===== src/rtl/rx_control_module.sv =====
// UART receive sequencer: start qualification, mid-bit sampling, LSB-first 8-bit frame.
// Optional even-parity bit enabled by defining RX_PARITY_EN.
module rx_control_module #(
   parameter int BAUD_DIV = 434
) (
   input  logic       CLK,
   input  logic       RSTn,
   input  logic       H2L_Sig,
   input  logic       RX_Pin_In,
   input  logic       Rx_En_Sig,
   output logic [7:0] Rx_Data,
   output logic       Rx_Done_Sig,
   output logic       Rx_Err_Sig,
   output logic       Rx_Busy
);

   localparam int W = $clog2(BAUD_DIV);
   localparam logic [W-1:0] SAMPLE_PT = W'(BAUD_DIV / 2);
   localparam logic [W-1:0] BIT_END   = W'(BAUD_DIV - 1);
   localparam logic [W-1:0] BCNT_ONE  = W'(1);

   typedef enum logic [2:0] {
      IDLE   = 3'd0,
      START  = 3'd1,
      DATA   = 3'd2,
`ifdef RX_PARITY_EN
      PARITY = 3'd3,
`endif
      STOP   = 3'd4
   } state_t;

   state_t         state_q, state_d;
   logic [W-1:0]   bcnt_q, bcnt_d;
   logic [2:0]     idx_q, idx_d;
   logic [7:0]     sr_q, sr_d;
   logic [7:0]     data_q, data_d;
   logic           done_q, done_d;
   logic           err_q, err_d;
   logic           busy_q;
   logic           at_sample_s;
   logic           at_end_s;
   logic           good_s;

`ifdef RX_PARITY_EN
   logic           par_ok_q, par_ok_d;

   // Even parity holds when data bits and parity bit XOR to zero.
   function automatic logic even_par_ok(input logic [7:0] d, input logic p);
      return ((^d) ^ p) == 1'b0;
   endfunction
`endif

   assign at_sample_s = (bcnt_q == SAMPLE_PT);
   assign at_end_s    = (bcnt_q == BIT_END);

   // Next-state, baud counter, shift register and pulse generation.
   always_comb begin
      state_d = state_q;
      bcnt_d  = at_end_s ? '0 : bcnt_q + BCNT_ONE;
      idx_d   = idx_q;
      sr_d    = sr_q;
      data_d  = data_q;
      done_d  = 1'b0;
      err_d   = 1'b0;
      good_s  = 1'b0;
`ifdef RX_PARITY_EN
      par_ok_d = par_ok_q;
`endif
      case (state_q)
         IDLE: begin
            bcnt_d = '0;
            idx_d  = 3'd0;
            if (Rx_En_Sig && H2L_Sig) begin
               state_d = START;
            end else begin
               state_d = IDLE;
            end
         end
         START: begin
            if (at_sample_s && RX_Pin_In) begin
               state_d = IDLE;
               bcnt_d  = '0;
            end else if (at_end_s) begin
               state_d = DATA;
               idx_d   = 3'd0;
            end else begin
               state_d = START;
            end
         end
         DATA: begin
            if (at_sample_s) begin
               sr_d[idx_q] = RX_Pin_In;
            end else begin
               sr_d = sr_q;
            end
            if (at_end_s) begin
               if (idx_q == 3'd7) begin
`ifdef RX_PARITY_EN
                  state_d = PARITY;
`else
                  state_d = STOP;
`endif
               end else begin
                  idx_d = idx_q + 3'd1;
               end
            end else begin
               idx_d = idx_q;
            end
         end
`ifdef RX_PARITY_EN
         PARITY: begin
            if (at_sample_s) begin
               par_ok_d = even_par_ok(sr_q, RX_Pin_In);
            end else begin
               par_ok_d = par_ok_q;
            end
            if (at_end_s) begin
               state_d = STOP;
            end else begin
               state_d = PARITY;
            end
         end
`endif
         STOP: begin
            // Leave at mid-stop so the next start edge is not missed.
            if (at_sample_s) begin
               state_d = IDLE;
               bcnt_d  = '0;
`ifdef RX_PARITY_EN
               good_s  = RX_Pin_In && par_ok_q;
`else
               good_s  = RX_Pin_In;
`endif
               if (good_s) begin
                  data_d = sr_q;
                  done_d = 1'b1;
               end else begin
                  err_d  = 1'b1;
               end
            end else begin
               state_d = STOP;
            end
         end
         default: begin
            state_d = IDLE;
            bcnt_d  = '0;
         end
      endcase
   end

   // State and output registers.
   always_ff @(posedge CLK or negedge RSTn) begin
      if (!RSTn) begin
         state_q <= IDLE;
         bcnt_q  <= '0;
         idx_q   <= 3'd0;
         sr_q    <= 8'h00;
         data_q  <= 8'h00;
         done_q  <= 1'b0;
         err_q   <= 1'b0;
         busy_q  <= 1'b0;
`ifdef RX_PARITY_EN
         par_ok_q <= 1'b0;
`endif
      end else begin
         state_q <= state_d;
         bcnt_q  <= bcnt_d;
         idx_q   <= idx_d;
         sr_q    <= sr_d;
         data_q  <= data_d;
         done_q  <= done_d;
         err_q   <= err_d;
         busy_q  <= (state_d != IDLE);
`ifdef RX_PARITY_EN
         par_ok_q <= par_ok_d;
`endif
      end
   end

   assign Rx_Data     = data_q;
   assign Rx_Done_Sig = done_q;
   assign Rx_Err_Sig  = err_q;
   assign Rx_Busy     = busy_q;

endmodule


===== config.mk =====
export PLATFORM = sky130hd
export DESIGN_NAME = rx_control_module
export DESIGN_NICKNAME = d
export VERILOG_FILES = /design/src/rtl/rx_control_module.sv
export SDC_FILE = /design/constraint.sdc
export NUM_CORES = 1
export LEC_CHECK = 0
export CAP_MARGIN = 20
export CORE_ASPECT_RATIO = 1.25
export CORE_MARGIN = 10
export CORE_UTILIZATION = 60
export DETAILED_ROUTE_END_ITERATION = 10
export PLACE_DENSITY = 0.83
export SYNTH_ARGS = -nofsm -noshare
export SYNTH_HDL_FRONTEND = slang
export SYNTH_SLANG_ARGS = --single-unit

===== constraint.sdc =====
create_clock -name CLK -period 4.2 [get_ports CLK]
set_input_delay 0.84 -clock CLK [delete_from_list [all_inputs] [get_ports CLK]]
set_output_delay 0.84 -clock CLK [all_outputs]
set_load 0.05 [all_outputs]

# == Yosys cells after proc, flatten, opt, wreduce, memory -nomap -nowiden ==
# Cells that the tools add are included.
# Widths: inputs -> output; s select.
# word_totals
inputBits,5
reg_bits,34
word_cells,56
# op_classes
n_addsub,2
n_reduce_logical,9
magnitude_cmp,2
n_eq_ne,10
n_mux,25
# op_table
op,count
$mux 9,3
$pmux 9 s3,1
$mux 3,7
$pmux 3 s4,1
$add 9x1->9 const B,1
$eq 9x8->1 const B,1
$eq 9x9->1 const B,1
$pmux 3 s3,1
$bwmux 8,1
$mux 1,8
$ne 2x2->1 const B,4
$eq 3x3->1 const B,2
$reduce_bool 3->1,2
$reduce_and 5->1,1
$lt 3x4->1 const B,1
$mux 2,2
$add 3x1->3 const B,1
$demux 1 s3,1
$eq 3x1->1 const B,1
$eq 3x2->1 const B,1
$ge 3x1->1 const B,1
$logic_and 1x1->1,3
$logic_not 3->1,1
$reduce_and 3->1,1
$reduce_and 2->1,1

# == Logic depth before layout (Yosys ltp) ==
# Gate-level depths: netlist of the first run.
# logic_depth
word_depth,5
depth_mapped,8

# == Worst setup path before layout of the first run ==
# No wires, ideal clock.
# synth_path
path_type,flip-flop to flip-flop
from,register bcnt_q[0]
to,register data_q[0] (netlist: Rx_Data[0])
arrival_time_ns,1.593
t_required_ns,4.075
n_path_buf,2
setup_time_ns,0.125
path_stages_with_launch,8
period_less_slack_ns,1.718
path_slack_ns,2.482
path_cell_list,dfrtp_1 -> ha_1 -> and4b_1 -> buf_6 -> and2_4 -> buf_6 -> nand3_4 -> mux2_2
# synth_between
elab_chain_len,2
# synth_rtl
element,line,rtl
start: declaration,33,"logic [W-1:0] bcnt_q, bcnt_d;"
start signal: assignment,167,bcnt_q <= bcnt_d;
$eq 9x8->1,53,assign at_sample_s = (bcnt_q == SAMPLE_PT);
$reduce_and 3->1 (no source line),-,
end signal: assignment,170,data_q <= data_d;
end: declaration,36,"logic [7:0] data_q, data_d;"
# No other way between the ends.
# A chain may end at the register's enable or synchronous reset.

# == Worst setup path in the final report of the first run ==
# layout_path
from,register data_q[7] (netlist: Rx_Data[7])
to,output port Rx_Data[7]
# layout_rtl
element,line,rtl
end: declaration,11,"output logic [7:0] Rx_Data,"
# No word-level cell between the ends.

==> results of run 1 <==
through the flow:
step / power (mW) / setup WS (ns) / utilization / cells / hold WS (ns)
floorplan: 0.339 / 2.48 / - / 145 / 0.472
global placement: 0.350 / 1.78 / 0.684 / 189 / 0.486
detailed placement: 0.351 / 1.74 / 0.684 / 189 / 0.495
CTS: 0.651 / 1.81 / 0.724 / 197 / 0.519
global route: 0.666 / 1.78 / 0.724 / 197 / 0.526
finish: 0.644 / 1.83 / 0.724 / 197 / 0.513
worst min path at each step:
stage / startpoint / endpoint / slack, ns / cells after the start
4_1_cts: Rx_Data[5]$_DFFE_PN0P_ / Rx_Data[5]$_DFFE_PN0P_ / 0.52 / 1
3_3_place_gp: sr_q[1]$_DFFE_PN0P_ / sr_q[1]$_DFFE_PN0P_ / 0.49 / 1
3_5_place_dp: Rx_Data[2]$_DFFE_PN0P_ / Rx_Data[2]$_DFFE_PN0P_ / 0.50 / 1
5_1_grt: Rx_Data[0]$_DFFE_PN0P_ / Rx_Data[0]$_DFFE_PN0P_ / 0.53 / 1
2_1_floorplan: bcnt_q[0]$_DFF_PN0_ / bcnt_q[0]$_DFF_PN0_ / 0.47 / 1
6_report: Rx_Data[0]$_DFFE_PN0P_ / Rx_Data[0]$_DFFE_PN0P_ / 0.51 / 1
cells by family after synthesis:
logic type / Yosys count / synth area share
AND/OR/NAND/NOR: 60 / 0.213
multiplexers: 17 / 0.116
adder cells (fa/ha/maj): 4 / 0.0303
flip-flops: 34 / 0.515
XOR/XNOR: 7 / 0.0371
buffers and inverters: 9 / 0.0295
AO/OA/AOI/OAI: 14 / 0.0598
layer usage:
metal / up-vias / wire (um) / track usage
met5: - / 0 / 0
met4: 0 / 61 / 0.0617
met3: 8 / 206 / 0.0554
met2: 20 / 1570 / 0.211
met1: 570 / 1180 / 0.133
li1: 554 / - / -
layout make-up:
type	count	area, um^2	area share
Multi-Input combinational cell	102	753	0.392
Clock inverter	3	68.8	0.0358
Clock buffer	5	37.5	0.0195
Tap cell	34	42.5	0.0221
Inverter	3	11.3	0.00586
Timing Repair Buffer	16	158	0.0820
Sequential cell	34	851	0.443
flip-flops by register name, summed over array words and instances, names as in the netlist:
register	cells
bcnt_q	9
Rx_Data	8
sr_q	8
idx_q	3
state_q	3
Rx_Busy	1
Rx_Done_Sig	1
Rx_Err_Sig	1
cells in the mapped netlist (2+ instances only):
cell	n
dfrtp_1	34
mux2_2	17
nor3_1	11
nor2_1	10
nand2_1	9
nand3_1	5
xnor2_1	5
clkbuf_1	4
ha_1	4
nand4_1	4
a21o_1	3
a21oi_1	3
inv_1	3
nand4b_1	3
a22o_1	2
a31oi_1	2
and4bb_2	2
buf_6	2
nand2b_1	2
nand3b_1	2
nor4_1	2
or2_2	2
xor2_1	2
cells in the final DEF (no fill, tap or decap):
cell type,instances
or3b_2,1
nand3_1,5
a22o_1,2
nor4_1,2
buf_4,1
nand2_2,1
a21o_1,3
nor3b_1,1
nor2_1,10
dfrtp_1,34
a211oi_2,1
xnor2_1,5
xor2_1,2
or2_2,2
nand3_4,1
o21ai_1,1
a31oi_1,2
or2_0,1
nand3b_1,2
and2_1,1
nand4_1,4
a31o_2,1
o21ai_0,1
bufinv_16,2
clkdlybuf4s50_1,15
nand2_1,9
a21oi_1,3
mux2_2,17
nor3_1,11
clkinv_4,1
nand4b_1,3
and4bb_2,2
and4b_1,1
ha_1,4
nand2b_1,2
clkbuf_4,5
and2_4,1
inv_1,3
power groups by stage:
stage               Combinational (mW)  Sequential, mW  Clock [mW]
floorplan                      0.00282           0.336           0
global placement                0.0140           0.336           0
detailed placement              0.0144           0.336           0
CTS                             0.0144           0.330       0.306
global route                    0.0156           0.330       0.320
finish                          0.0138           0.330       0.300
==> flow_summary.ini, run 1 <==
[worst_setup_path]
setup.worst_path.start_class = flip-flop
crit_path_max_incr_delay_ns = 0.81
rrSetupSlack_ns = 2.14
path_buf_inv = 1
crit_required_ns = 3.36
reg2reg_depth = 6
reg2reg_to = sr_q[3]$_DFFE_PN0P_
crit_family = buffers and inverters
crit_path_end_kind = primary output
cp_slowest_cell = clkdlybuf4s50_1
arrival_ns = 1.53
crit_path_cell_trace = clkdlybuf4s50_1
crit_type = reg2out
critical_path_depth = 1
endpoint = Rx_Data[7]
critPathLaunch = Rx_Data[7]$_DFFE_PN0P_
regToRegStartpoint = bcnt_q[1]$_DFF_PN0_
cp_max_fo = 2

[clock_tree]
clkTransAtPathRegs_ns = 0.11
numCtsBuffers = 5
tritoncts = done
clockRootBuffer = clkbuf_4
htreeDepth = 2
cts_setup_buffers = 0
cts_buffer_depth = 2
clock_sinks = 34
clock_latency_ns = 0.35
holdBufCountCts = 0
ctsResizeCount = 0

[sta]
skew_ns = 0.0193
setup_viol = 0
setup_tns_ns = 0
fin_crit_sh = 0.565
max-slew-margin-rel = 0.638
slew_viol_final = 0
layout_min_cycle_time_ns = 2.37
hold_viol = 0
rsz0062_at_grt = false
tightest_slew_ns = 0.539
timing.fmax_mhz = 422

[floorplan]
top_level_ports = 16
row_count = 21
dieHeight_um = 78.7
design.core.area_um2 = 2650
die_w_um = 66.9
die_area_um2 = 5270
initial_core_util = 0.623

[power]
max-vdd-ir-drop_v = 0.000327
p_int_mw = 0.521
switching_share = 0.192
power.density_nw_per_um2 = 335
power.clock.fraction = 0.466
power_switching_mw = 0.123
p_leak_nw = 0.839
seqPwrFrac = 0.512
combPwrFrac = 0.021

[synthesis]
synth-edff-count = 0
ys_types = 35
syn_avg_cell_area_um2 = 11.4
syn-cell-area_um2 = 1650
async_reset_ff_frac = 1.00
ys_seq_elements = 34
ys.flop_type = dfrtp_1
synth_area_leaders = dfrtp_1, mux2_2, nor3_1
yosysWarningCount = 0
ys_seq_area_frac = 0.515
synth_top_cell_area_share = 0.515
synth_area_leader_cell = dfrtp_1
synth_nets = 154
synthCells = 145

[routing]
wirelength_um = 3020
drtPass1Iterations = 4
wire_per_inst_um = 15.3
via_count = 1152
drtAntennaViolNets = 0
drc = 0
drt_iter0_markers = 45
via_per_inst = 5.85

[placement]
dpl_cell_area_um2 = 1820
place_hpwl_um = 2190
io_buffer_count = 15
gp_congestion = 0.772

[final_layout]
num_antenna_cells = 0
nets = 171
final_area_um2 = 1920
area_growth_pct = 16.3
filler_cell_count = 178
drive_above_1_share = 0.221

[run]
maxCapViolCount = 0

[global_routing]
grt_max_degree = 35
grt_use_total = 0.127
grt_pass1_wl_um = 5310
first_global_vias = 1176
antenna_found_initial = 0
overflow = 0

[status]
status = finished clean

[hold_path]
holdCritPathClass = reg2reg
Note: power is estimated with default switching activity, not from simulation.
==> run 2: changes to the inputs <==
--- a/config.mk
+++ b/config.mk
@@ -8,9 +8,9 @@
 export CAP_MARGIN = 20
 export CORE_ASPECT_RATIO = 1.25
 export CORE_MARGIN = 10
-export CORE_UTILIZATION = 60
+export CORE_UTILIZATION = 56
 export DETAILED_ROUTE_END_ITERATION = 10
-export PLACE_DENSITY = 0.83
+export PLACE_DENSITY = 0.78
 export SYNTH_ARGS = -nofsm -noshare
 export SYNTH_HDL_FRONTEND = slang
 export SYNTH_SLANG_ARGS = --single-unit
==> constraint.sdc (replaced) <==
create_clock -name CLK -period 2.3 [get_ports CLK]
set_input_delay 0.46 -clock CLK [delete_from_list [all_inputs] [get_ports CLK]]
set_output_delay 0.46 -clock CLK [all_outputs]
set_load 0.05 [all_outputs]
==> run 2 against run 1 <==
Compared with the run above: global-route usage is 0.080 points higher; wire length is 1.7% higher; critical endpoint is now sr_q[6]$_DFFE_PN0P_; register-to-register slack worse by 1.8 ns; clock-buffer cell count is 2 higher; die area is 5.1% higher; highest routed layer unchanged.
==> flow_summary.ini, run 2 (synthesis gave the netlist of run 1 again) <==
[placement]
io_buffer_count = 15
dp_slack_ns = 0.305
dpl.cell_count = 192
place_hpwl_um = 2280
gp_congestion = 0.830

[sta]
max-slew-margin-rel = 0.621
tightest_slew_ns = 0.564
rsz0062_at_grt = false
setup_viol = 0
skew_ns = 0.0113
hold_viol = 0
setup_tns_ns = 0
fin_crit_sh = 0.857
slew_viol_final = 0
layout_min_cycle_time_ns = 1.97
timing.fmax_mhz = 507
fin_ws_ns = 0.329

[final_layout]
regMostFlops = bcnt_q
num_antenna_cells = 0
final_common_cell = dfrtp_1
area_growth_pct = 15.0
nets = 172
final_cell_mix = dfrtp_1, mux2_2, clkdlybuf4s50_1
largest_reg_flops = 9
final_util = 0.658
drive_above_1_share = 0.213
fin_cells = 200
filler_cell_count = 224

[clock_tree]
ctsResizeCount = 0
holdBufCountCts = 0
cts_buffer_depth = 2
clockRootBuffer = clkbuf_4
clkTransAtPathRegs_ns = 0.10
tritoncts = done
clock_sinks = 34
numCtsBuffers = 5
htreeDepth = 2
cts_setup_buffers = 0
clock_latency_ns = 0.34

[global_routing]
grt_max_degree = 35
grt_pass1_wl_um = 5350
overflow = 0
grt_use_total = 0.128
first_global_vias = 1223
antenna_found_initial = 0

[routing]
drtPass1Iterations = 4
via_per_inst = 5.86
drc = 0
drtAntennaViolNets = 0
drt_iter0_markers = 24
via_count = 1172
wire_per_inst_um = 15.4
wirelength_um = 3070

[worst_setup_path]
crit_path_max_incr_delay_ns = 0.41
crit_type = reg2reg
crit_required_ns = 2.53
cp_slowest_cell = dfrtp_1
crit_path_end_kind = flip-flop
reg2reg_depth = 6
arrival_ns = 2.20
critical_path_depth = 6
crit_family = simple AND/OR/NAND/NOR gates
crit_path_cell_trace = inv_1, ha_1, and4b_1, nand2_2, nor4_1, mux2_2
path_buf_inv = 1
setup.worst_path.start_class = flip-flop
cp_max_fo = 9

[floorplan]
die_w_um = 68.6
design.core.area_um2 = 2890
initial_core_util = 0.572
row_count = 22
top_level_ports = 16
die_area_um2 = 5540
dieHeight_um = 80.7

[run]
maxCapViolCount = 0

[power]
power.density_nw_per_um2 = 552
p_leak_nw = 0.828
max-vdd-ir-drop_v = 0.000556
design_power_total_mw = 1.05

[status]
status = finished clean

[hold_path]
whs_path_depth = 1
holdCritPathClass = reg2reg
[run 2: changes by cell type in the layout (fill, tap and decap cells not counted), sizes merged]
cell    previous run  this run
clkinv             1         0
clkbuf             5         7
bufinv             2         1
buf                1         2
[run 2: final timing paths]
check / slack (ns) / start / end
setup / recovery: 0.33 / bcnt_q[1]$_DFF_PN0_ / sr_q[6]$_DFFE_PN0P_
hold / removal: 0.51 / Rx_Data[3]$_DFFE_PN0P_ / Rx_Data[3]$_DFFE_PN0P_
setup reg to reg: 0.33 / bcnt_q[1]$_DFF_PN0_ / sr_q[6]$_DFFE_PN0P_
hold reg to reg: 0.51 / Rx_Data[3]$_DFFE_PN0P_ / Rx_Data[3]$_DFFE_PN0P_
max in group asynchronous: 1.47 / RSTn / state_q[1]$_DFF_PN0_
min in group asynchronous: 0.52 / RSTn / Rx_Done_Sig$_DFF_PN0_
[run 2: per-layer routing]
| layer | track usage | up-vias | share of wire | wire (um) |
|---|---|---|---|---|
| li1 | - | 560 | - | - |
| met1 | 0.129 | 575 | 0.39 | 1210 |
| met2 | 0.219 | 29 | 0.51 | 1580 |
| met3 | 0.0496 | 8 | 0.066 | 204 |
| met4 | 0.0706 | 0 | 0.025 | 77 |
| met5 | 0 | - | 0 | 0 |
[run 2: cell type report]
class                   count  area, um^2  share of cell area
repair buffers             17         165              0.0869
multi-input cells         102         753               0.396
well taps                  36        45.0              0.0237
inverters                   3        11.3             0.00592
flip-flops and latches     34         851               0.448
clock buffers               7        45.0              0.0237
clock inverters             1        30.0              0.0158
[run 2: through the flow]
stage / hold WS (ns) / area (um^2)
floorplan: 0.164 / 1650
global placement: 0.486 / 1830
detailed placement: 0.494 / 1830
CTS: 0.518 / 1900
global route: 0.539 / 1900
finish: 0.512 / 1900
[run 2: power breakdown]
part,leakage [nW],internal (mW),switching (mW)
Combinational,0.343,0.0110,0.0160
Clock,0.0395,0.231,0.190
Sequential,0.446,0.601,0.00159
[run 2: worst reg2reg max path: cells and delay by family, from the launching register on]
family                     cells  cell delay [ns]
and+or+nand+nor                3             0.91
DFF                            1             0.41
muxes                          1             0.37
adders and majority gates      1             0.13
buffers and inverters          1             0.06
